## src/rtl/cpu_pkg.sv

```systemverilog
// rtl/cpu_pkg.sv - shared CPU widths, index/word types and the $zero index
package cpu_pkg;

  localparam int DATA_W = 32;
  localparam int ADDR_W = 5;

  typedef logic [ADDR_W-1:0] reg_idx_t;
  typedef logic [DATA_W-1:0] word_t;

  localparam reg_idx_t REG_ZERO = 5'd0;

endpackage

```

## src/rtl/wb_regfile_if.sv

```systemverilog
// rtl/wb_regfile_if.sv - MEM/WB writeback and ID read-port bundle for wb_regfile
interface wb_regfile_if #(
  parameter int DATA_W = cpu_pkg::DATA_W,
  parameter int ADDR_W = cpu_pkg::ADDR_W,
  parameter int CNT_W  = 32
);

  logic              RegWrite_in;
  logic              MemtoReg_in;
  logic [DATA_W-1:0] RD_in;
  logic [DATA_W-1:0] ALU_in;
  logic [ADDR_W-1:0] WN_in;
  logic [ADDR_W-1:0] RN1;
  logic [ADDR_W-1:0] RN2;
  logic [DATA_W-1:0] RD1;
  logic [DATA_W-1:0] RD2;
  logic [DATA_W-1:0] WD_out;
  logic [CNT_W-1:0]  wb_count;

  modport master (
    output RegWrite_in, MemtoReg_in, RD_in, ALU_in, WN_in, RN1, RN2,
    input  RD1, RD2, WD_out, wb_count
  );

  modport slave (
    input  RegWrite_in, MemtoReg_in, RD_in, ALU_in, WN_in, RN1, RN2,
    output RD1, RD2, WD_out, wb_count
  );

endinterface

```

## src/rtl/wb_regfile_mux.sv

```systemverilog
// rtl/wb_regfile_mux.sv - 2:1 writeback data select (memory data vs ALU result)
module wb_mux #(
  parameter int DATA_W = cpu_pkg::DATA_W
) (
  input  logic              mem_to_reg,
  input  logic [DATA_W-1:0] rd_data,
  input  logic [DATA_W-1:0] alu_data,
  output logic [DATA_W-1:0] wd
);

  // Loads write back memory data, everything else writes back the ALU result
  always_comb begin
    wd = mem_to_reg ? rd_data : alu_data;
  end

endmodule

```

## src/rtl/wb_regfile.sv

```systemverilog
// rtl/wb_regfile.sv - writeback register file with two read ports and retired-write counter (optional WB_BYPASS_EN write-through)
module wb_regfile #(
  parameter int DATA_W = cpu_pkg::DATA_W,
  parameter int ADDR_W = cpu_pkg::ADDR_W,
  parameter int NREGS  = 2**ADDR_W,
  parameter int CNT_W  = 32
) (
  input  logic         clk,
  input  logic         rst,
  wb_regfile_if.slave  bus
);

  import cpu_pkg::*;

  logic [DATA_W-1:0] regs [NREGS];
  logic [CNT_W-1:0]  cnt;
  logic [DATA_W-1:0] wd;
  logic              commit;
  logic [DATA_W-1:0] rd1;
  logic [DATA_W-1:0] rd2;

  wb_mux #(.DATA_W(DATA_W)) u_wb_mux (
    .mem_to_reg (bus.MemtoReg_in),
    .rd_data    (bus.RD_in),
    .alu_data   (bus.ALU_in),
    .wd         (wd)
  );

  // A write retires only when enabled, not aimed at $zero and not swallowed by reset
  always_comb begin
    commit = bus.RegWrite_in && (bus.WN_in != ADDR_W'(REG_ZERO)) && !rst;
  end

  // Register array: reset clears every entry, otherwise commit one write per edge
  always_ff @(posedge clk) begin
    if (rst) begin
      for (int i = 0; i < NREGS; i++) begin
        regs[i] <= '0;
      end
    end else if (commit) begin
      regs[bus.WN_in] <= wd;
    end
  end

  // Retired-write counter; wraps silently, a held stall input counts every cycle
  always_ff @(posedge clk) begin
    if (rst) begin
      cnt <= '0;
    end else if (commit) begin
      cnt <= cnt + CNT_W'(1);
    end
  end

  // Read ports: $zero and reset read as zero; optional same-cycle write-through
  always_comb begin
    rd1 = regs[bus.RN1];
    rd2 = regs[bus.RN2];
`ifdef WB_BYPASS_EN
    if (commit && (bus.RN1 == bus.WN_in)) rd1 = wd;
    if (commit && (bus.RN2 == bus.WN_in)) rd2 = wd;
`endif
    if (rst || (bus.RN1 == ADDR_W'(REG_ZERO))) rd1 = '0;
    if (rst || (bus.RN2 == ADDR_W'(REG_ZERO))) rd2 = '0;
  end

  assign bus.RD1      = rd1;
  assign bus.RD2      = rd2;
  assign bus.WD_out   = wd;
  assign bus.wb_count = cnt;

endmodule

```

## src/flat_wrapper.sv

```systemverilog
// flat-port wrapper written by rule: the top's interface ports become plain ports
module wb_regfile_flat import cpu_pkg::*;
#(
  parameter int DATA_W = cpu_pkg::DATA_W,
  parameter int ADDR_W = cpu_pkg::ADDR_W,
  parameter int NREGS  = 2**ADDR_W,
  parameter int CNT_W  = 32
)
  (clk, rst, bus_RegWrite_in, bus_MemtoReg_in, bus_RD_in, bus_ALU_in, bus_WN_in, bus_RN1, bus_RN2, bus_RD1, bus_RD2, bus_WD_out, bus_wb_count);
  wb_regfile_if #(.DATA_W(DATA_W), .ADDR_W(ADDR_W), .CNT_W(CNT_W)) bus_i ();
  input  logic clk;
  input  logic rst;
  input wire logic [$bits(bus_i.RegWrite_in)-1:0] bus_RegWrite_in;
  input wire logic [$bits(bus_i.MemtoReg_in)-1:0] bus_MemtoReg_in;
  input wire logic [$bits(bus_i.RD_in)-1:0] bus_RD_in;
  input wire logic [$bits(bus_i.ALU_in)-1:0] bus_ALU_in;
  input wire logic [$bits(bus_i.WN_in)-1:0] bus_WN_in;
  input wire logic [$bits(bus_i.RN1)-1:0] bus_RN1;
  input wire logic [$bits(bus_i.RN2)-1:0] bus_RN2;
  output wire logic [$bits(bus_i.RD1)-1:0] bus_RD1;
  output wire logic [$bits(bus_i.RD2)-1:0] bus_RD2;
  output wire logic [$bits(bus_i.WD_out)-1:0] bus_WD_out;
  output wire logic [$bits(bus_i.wb_count)-1:0] bus_wb_count;
  assign bus_i.RegWrite_in = bus_RegWrite_in;
  assign bus_i.MemtoReg_in = bus_MemtoReg_in;
  assign bus_i.RD_in = bus_RD_in;
  assign bus_i.ALU_in = bus_ALU_in;
  assign bus_i.WN_in = bus_WN_in;
  assign bus_i.RN1 = bus_RN1;
  assign bus_i.RN2 = bus_RN2;
  assign bus_RD1 = bus_i.RD1;
  assign bus_RD2 = bus_i.RD2;
  assign bus_WD_out = bus_i.WD_out;
  assign bus_wb_count = bus_i.wb_count;
  wb_regfile #(.DATA_W(DATA_W), .ADDR_W(ADDR_W), .NREGS(NREGS), .CNT_W(CNT_W)) u_core (.clk(clk), .rst(rst), .bus(bus_i));
endmodule
```

## config.mk

```make
export PLATFORM = sky130hd
export DESIGN_NAME = wb_regfile_flat
export DESIGN_NICKNAME = d
export VERILOG_FILES = /design/src/rtl/cpu_pkg.sv /design/src/rtl/wb_regfile_if.sv /design/src/rtl/wb_regfile_mux.sv /design/src/rtl/wb_regfile.sv /design/src/flat_wrapper.sv
export SDC_FILE = /design/constraint.sdc
export NUM_CORES = 2
export LEC_CHECK = 0
export ABC_AREA = 1
export BUFFER_PORTS_ARGS = -buffer_cell sky130_fd_sc_hd__buf_2
export CAP_MARGIN = 40
export CORE_MARGIN = 1
export CORE_UTILIZATION = 40
export CTS_CLUSTER_DIAMETER = 100
export DETAILED_ROUTE_END_ITERATION = 6
export SLEW_MARGIN = 25
export SYNTH_ARGS = -nofsm -noshare
export SYNTH_HDL_FRONTEND = slang
export SYNTH_SLANG_ARGS = --single-unit
```

## constraint.sdc

```tcl
create_clock -name clk -period 2.7 [get_ports clk]
set_input_delay 0 -clock clk [delete_from_list [all_inputs] [get_ports clk]]
set_output_delay 0 -clock clk [all_outputs]
set_load 0.01 [all_outputs]
```

* Word-level counts from Yosys, hierarchy flattened
Memories as Yosys holds them, arrays and structs flattened.
Index checks and enable logic that the tools add are counted.
Widths: inputs -> output; s select.
** Word-level totals
- Memories kept :: 1
- Input port bits :: 83
- Flip-flop bits (word level) :: 32
- RAM bits :: 1024
- Output and inout port bits :: 128
- Logic and storage cells :: 23
** Cells by class
- Multiplexer cells :: 11
- Reductions and logical operators :: 9
- Add/sub/neg operators :: 1
** Memory list
- u_core.regs :: depth 32, width 32, rd ports 2, clocked after Yosys merged registers in 0, write ports 32, RTL line wb_regfile.sv:15 : logic [DATA_W-1:0] regs [NREGS];
** Operators by type and width (count)
- $mux 32 :: 4
- $add 32x1->32 const B :: 1
- $reduce_or 32->1 :: 1
- $logic_not 5->1 :: 2
- $mux 1 :: 6
- $mux 5 :: 1
- $reduce_bool 5->1 :: 1
- $logic_and 1x1->1 :: 2
- $logic_or 1x1->1 :: 2
- $logic_not 1->1 :: 1

* Longest topological paths before layout
- Depth after elaboration :: 8
- Depth in mapped cells :: 12
- Mapped depth without buffers :: 9

* Modules after synthesis
Synthesis repeated with hierarchy kept, for this count alone.
** Unflattened totals
- Cells, all modules :: 7448
- Area, all modules :: 57695.3 um2
** By module, submodules not included
- wb_regfile :: area each 57203.6 um2, sequential area each 31390.1 um2, instances 1, cells an instance 7344
- wb_mux :: area each 491.7 um2, sequential area each 0.0 um2, instances 1, cells an instance 104

* Least setup slack after synthesis
No wires, ideal clock.
- Kind :: input to register
- Start :: in rst
- End :: mem u_core.regs[12][0], enable pin
- Setup time :: 0.478 ns
- Buffers on the path :: 2
- Required time :: 2.222 ns
- Cell stages on the path :: 9
- Data arrival time :: 1.727 ns
- Slack :: 0.496 ns
- Cell sequence :: clkbuf_1 -> inv_2 -> nand3_2 -> inv_2 -> nand2_1 -> inv_1 -> nand2_1 -> clkbuf_1 -> nand2_1
** RTL lines
- start: declaration :: RTL line flat_wrapper.sv:12 : input logic rst;
- end: declaration :: RTL line wb_regfile.sv:15

* Worst setup path after layout
- Start :: in rst
- End :: out bus_RD2[31]
** On the way
- Cells in the longest elaborated chain, start to end :: 2
** Ends and longest elaborated chain
- $logic_or 1x1->1 :: RTL line wb_regfile.sv:63 : if (rst || (bus.RN2 == ADDR_W'(REG_ZERO))) rd2 = '0;
- $mux 32 :: RTL line wb_regfile.sv:63
- end: declaration :: RTL line flat_wrapper.sv:21 : output wire logic [$bits(bus_i.RD2)-1:0] bus_RD2;
No other way between the ends.

==> flow_summary_export.csv <==
group,metric,value,unit
floorplan,core,142000,sq um
clocking,clkSlewWorstSetupHoldPaths,60,ps
sta,max_slew_margin,0.438,
power_and_ir_drop,max-vdd-ir-drop,0.000546,V
logic_synthesis,synth_area,57600,sq um
place,dp_slack,344,ps
sta,period_minus_slack,2650,ps
job,drv_cap,0,
worst_setup_path,worst-path-max-fanout,33,
clocking,clock_path_buffers,3,
grt,grt_pass1_vias,51500,
sta,fin_setup_tns,0,ps
clocking,cts_tree,"done",
floorplan,rows,138,
outcome,violations,"design-rule violations",
sta,fmax,0.378,GHz
routing,drc_errors,1,
cells_and_area,drive_gt1_frac,0.101,
logic_synthesis,synthCells,7456,
floorplan,initial_core_util,0.405,
routing,drt_iter0_markers,8145,
min_path,hold_class,"input port to flip-flop",
power_and_ir_drop,swShare,0.283,
routing,drt_first_pass_iters,7,
sta,drv_slew,0,
routing,vias,55200,
floorplan,boundaryPins,211,
clocking,clock_sink_count,1056,
sta,skew,13.7,ps
grt,grt_use_total,0.309,
power_and_ir_drop,clkPwrFrac,0.384,
clocking,cts_root_buffer,"clkbuf_16",
power_and_ir_drop,powerDensity,615,nW/um^2
power_and_ir_drop,p_total,41.2,mW
routing,routed_wl,231000,um
cells_and_area,syn_to_final_growth,16.2,%
sta,setup_viol,0,
worst_setup_path,worstSetupStartpointType,"input port",
logic_synthesis,synth_cell_types,23,
grt,grt_pass1_wl,336000,um
power_and_ir_drop,p_comb_frac,0.146,
power_and_ir_drop,cellLeakagePower,28.5,nW
routing,detail-route-antenna-nets,0,
grt,antenna_found_initial,5,
cells_and_area,instances_no_fill,9543,
logic_synthesis,synth_seq_area_share,0.545,
sta,rsz0062_at_grt,"no",
place,place_inst,9255,
place,place_hpwl,140000,um
outcome,status,"finished, violations left",
place,place.gp.congestion,0.936,
sta,fin_crit_sh,0.980,
clocking,clk-insertion-delay-late,740,ps
worst_setup_path,critPathKind,"input port to primary output",
floorplan,die_w,381,um
sta,timing_hold_violations_final,0,
power_and_ir_drop,sequentialPowerShare,0.469,
clocking,cts_setup_buffers,0,
grt,grt_overflow_total,0,
clocking,htree_num_levels,3,
floorplan,die_h,381,um
routing,viasPerCell,5.79,
worst_setup_path,worstPathRequired,2700,ps
logic_synthesis,synth_area_per_cell,7.72,sq um
worst_setup_path,crit_arrival,2650,ps
clocking,cts_made_buffers,116,
cells_and_area,nets,7639,
place,port_buffers,210,
power_and_ir_drop,switchingPower,11.7,mW
sta,layout_setup_ws,54.0,ps
logic_synthesis,ys_ff_latch,1056,
floorplan,die_area,146000,sq um
logic_synthesis,ys_warn_count,0,
routing,wl_per_cell,24.2,um
worst_setup_path,cp-end-kind,"primary output",
power_and_ir_drop,power.internal,29.5,mW
grt,grt_start_max_net_pins,113,
sta,tightest_slew,840,ps
worst max-delay path: stages:
cell,delay (ps)
dlygate4sd3_1,520
buf_2,130
inv_2,50
buf_4,290
buf_16,290
nand2_1,90
buf_4,300
a21oi_1,640
buf_2,260
synth_stat cells, drive strengths merged:
library cell | number | area, sq um
nand3 | 1120 | 5610
nor4 | 1 | 6.26
nand3b | 2 | 15.0
clkbuf | 483 | 1810
ha | 1 | 12.5
buf | 137 | 628
xnor2 | 6 | 52.6
conb | 1 | 3.75
nand4 | 14 | 87.6
nor2 | 1113 | 4180
o21ai | 104 | 521
edfxtp | 1024 | 30700
o21a | 1 | 7.51
dfxtp | 32 | 641
a21oi | 336 | 1680
inv | 153 | 574
nor3 | 17 | 85.1
nand2 | 2909 | 10900
clkinv | 2 | 7.51
layout make-up:
cell class / count / area [sq um]
sequential: 1056 / 31400
inverter: 155 / 612
tap: 1890 / 2360
clock buffer: 141 / 3060
timing repair buffer: 570 / 5110
fill: 13600 / 75400
clock inverter: 73 / 616
antenna: 2 / 5.00
multi-input combinational: 5656 / 23800
repair_timing:
item / CTS / global route
hold buffers: 69 / 0
gates resized for setup: 0 / 2
endpoints found under the hold margin: 1002 / 0
endpoints found under the setup margin: 0 / 2
registers in the layout, summed over array words and instances (netlist names):
signal,flops
u_core.regs,1024
u_core.bus.wb_count,32
path summary, 6_finish.rpt:
kind                                                          start                                    to  slack [ps]  cells after the start
worst max-delay path                                            rst                           bus_RD2[31]          50                      9
worst min register to register  u_core.bus.wb_count[4]$_SDFFE_PP0P_   u_core.bus.wb_count[4]$_SDFFE_PP0P_         520                      2
worst min-delay path                                  bus_RD_in[23]     u_core.regs[24][23]$_SDFFCE_PN0P_          20                      6
worst max register to register  u_core.bus.wb_count[1]$_SDFFE_PP0P_  u_core.bus.wb_count[30]$_SDFFE_PP0P_         890                      9
logic make-up (layout without fill, tap and decap cells):
family                     after synthesis  after routing  synth area share
DFF                                   1056           1056             0.545
adders and majority gates                1              1          0.000217
other                                    1             34         0.0000651
xor gates and xnor gates                 6              6          0.000912
buffers and inverters                  775            939            0.0525
and+or+nand+nor                       5176           5176             0.363
AOI/OAI and AO/OA                      441            441            0.0384
per-stage QoR:
stage,util,hold slack [ps],area [sq um]
finish,0.470,24.5,66900
global route,0.470,44.0,66900
CTS,0.470,21.0,66800
detailed placement,0.439,441,62500
global placement,0.439,436,62400
floorplan,-,245,57700
placed cells by master, fill, tap and decap left out, types with 28 or more instances in the layout:
| cell | n |
|---|---|
| nand2_2 | 57 |
| a21oi_1 | 334 |
| buf_4 | 204 |
| clkinv_2 | 28 |
| inv_1 | 140 |
| o21ai_0 | 72 |
| dlygate4sd3_1 | 69 |
| buf_2 | 201 |
| dfxtp_1 | 32 |
| clkbuf_16 | 119 |
| nand2_1 | 2852 |
| buf_12 | 86 |
| nand3_1 | 1119 |
| clkinv_1 | 29 |
| nor2_1 | 1111 |
| conb_1 | 32 |
| edfxtp_1 | 1024 |
power by group through the flow:
stage                     logic, mW  clock network, mW  registers (mW)
after global placement         5.67                  0            19.6
after detailed placement       5.74                  0            19.6
after floorplan                3.19                  0            19.5
after global routing           6.39               16.5            19.4
after CTS                      5.87               15.9            19.3
final                          6.03               15.8            19.3
layer usage:
metal  vias to the layer above  share of wire  track usage
met4                         4          0.053        0.155
met3                       635           0.12       0.0619
met2                      3923           0.44        0.478
met5                         -        0.00013            0
met1                     26000           0.38        0.412
li1                      24600              -            -
Note: power is estimated with default switching activity, not from simulation.
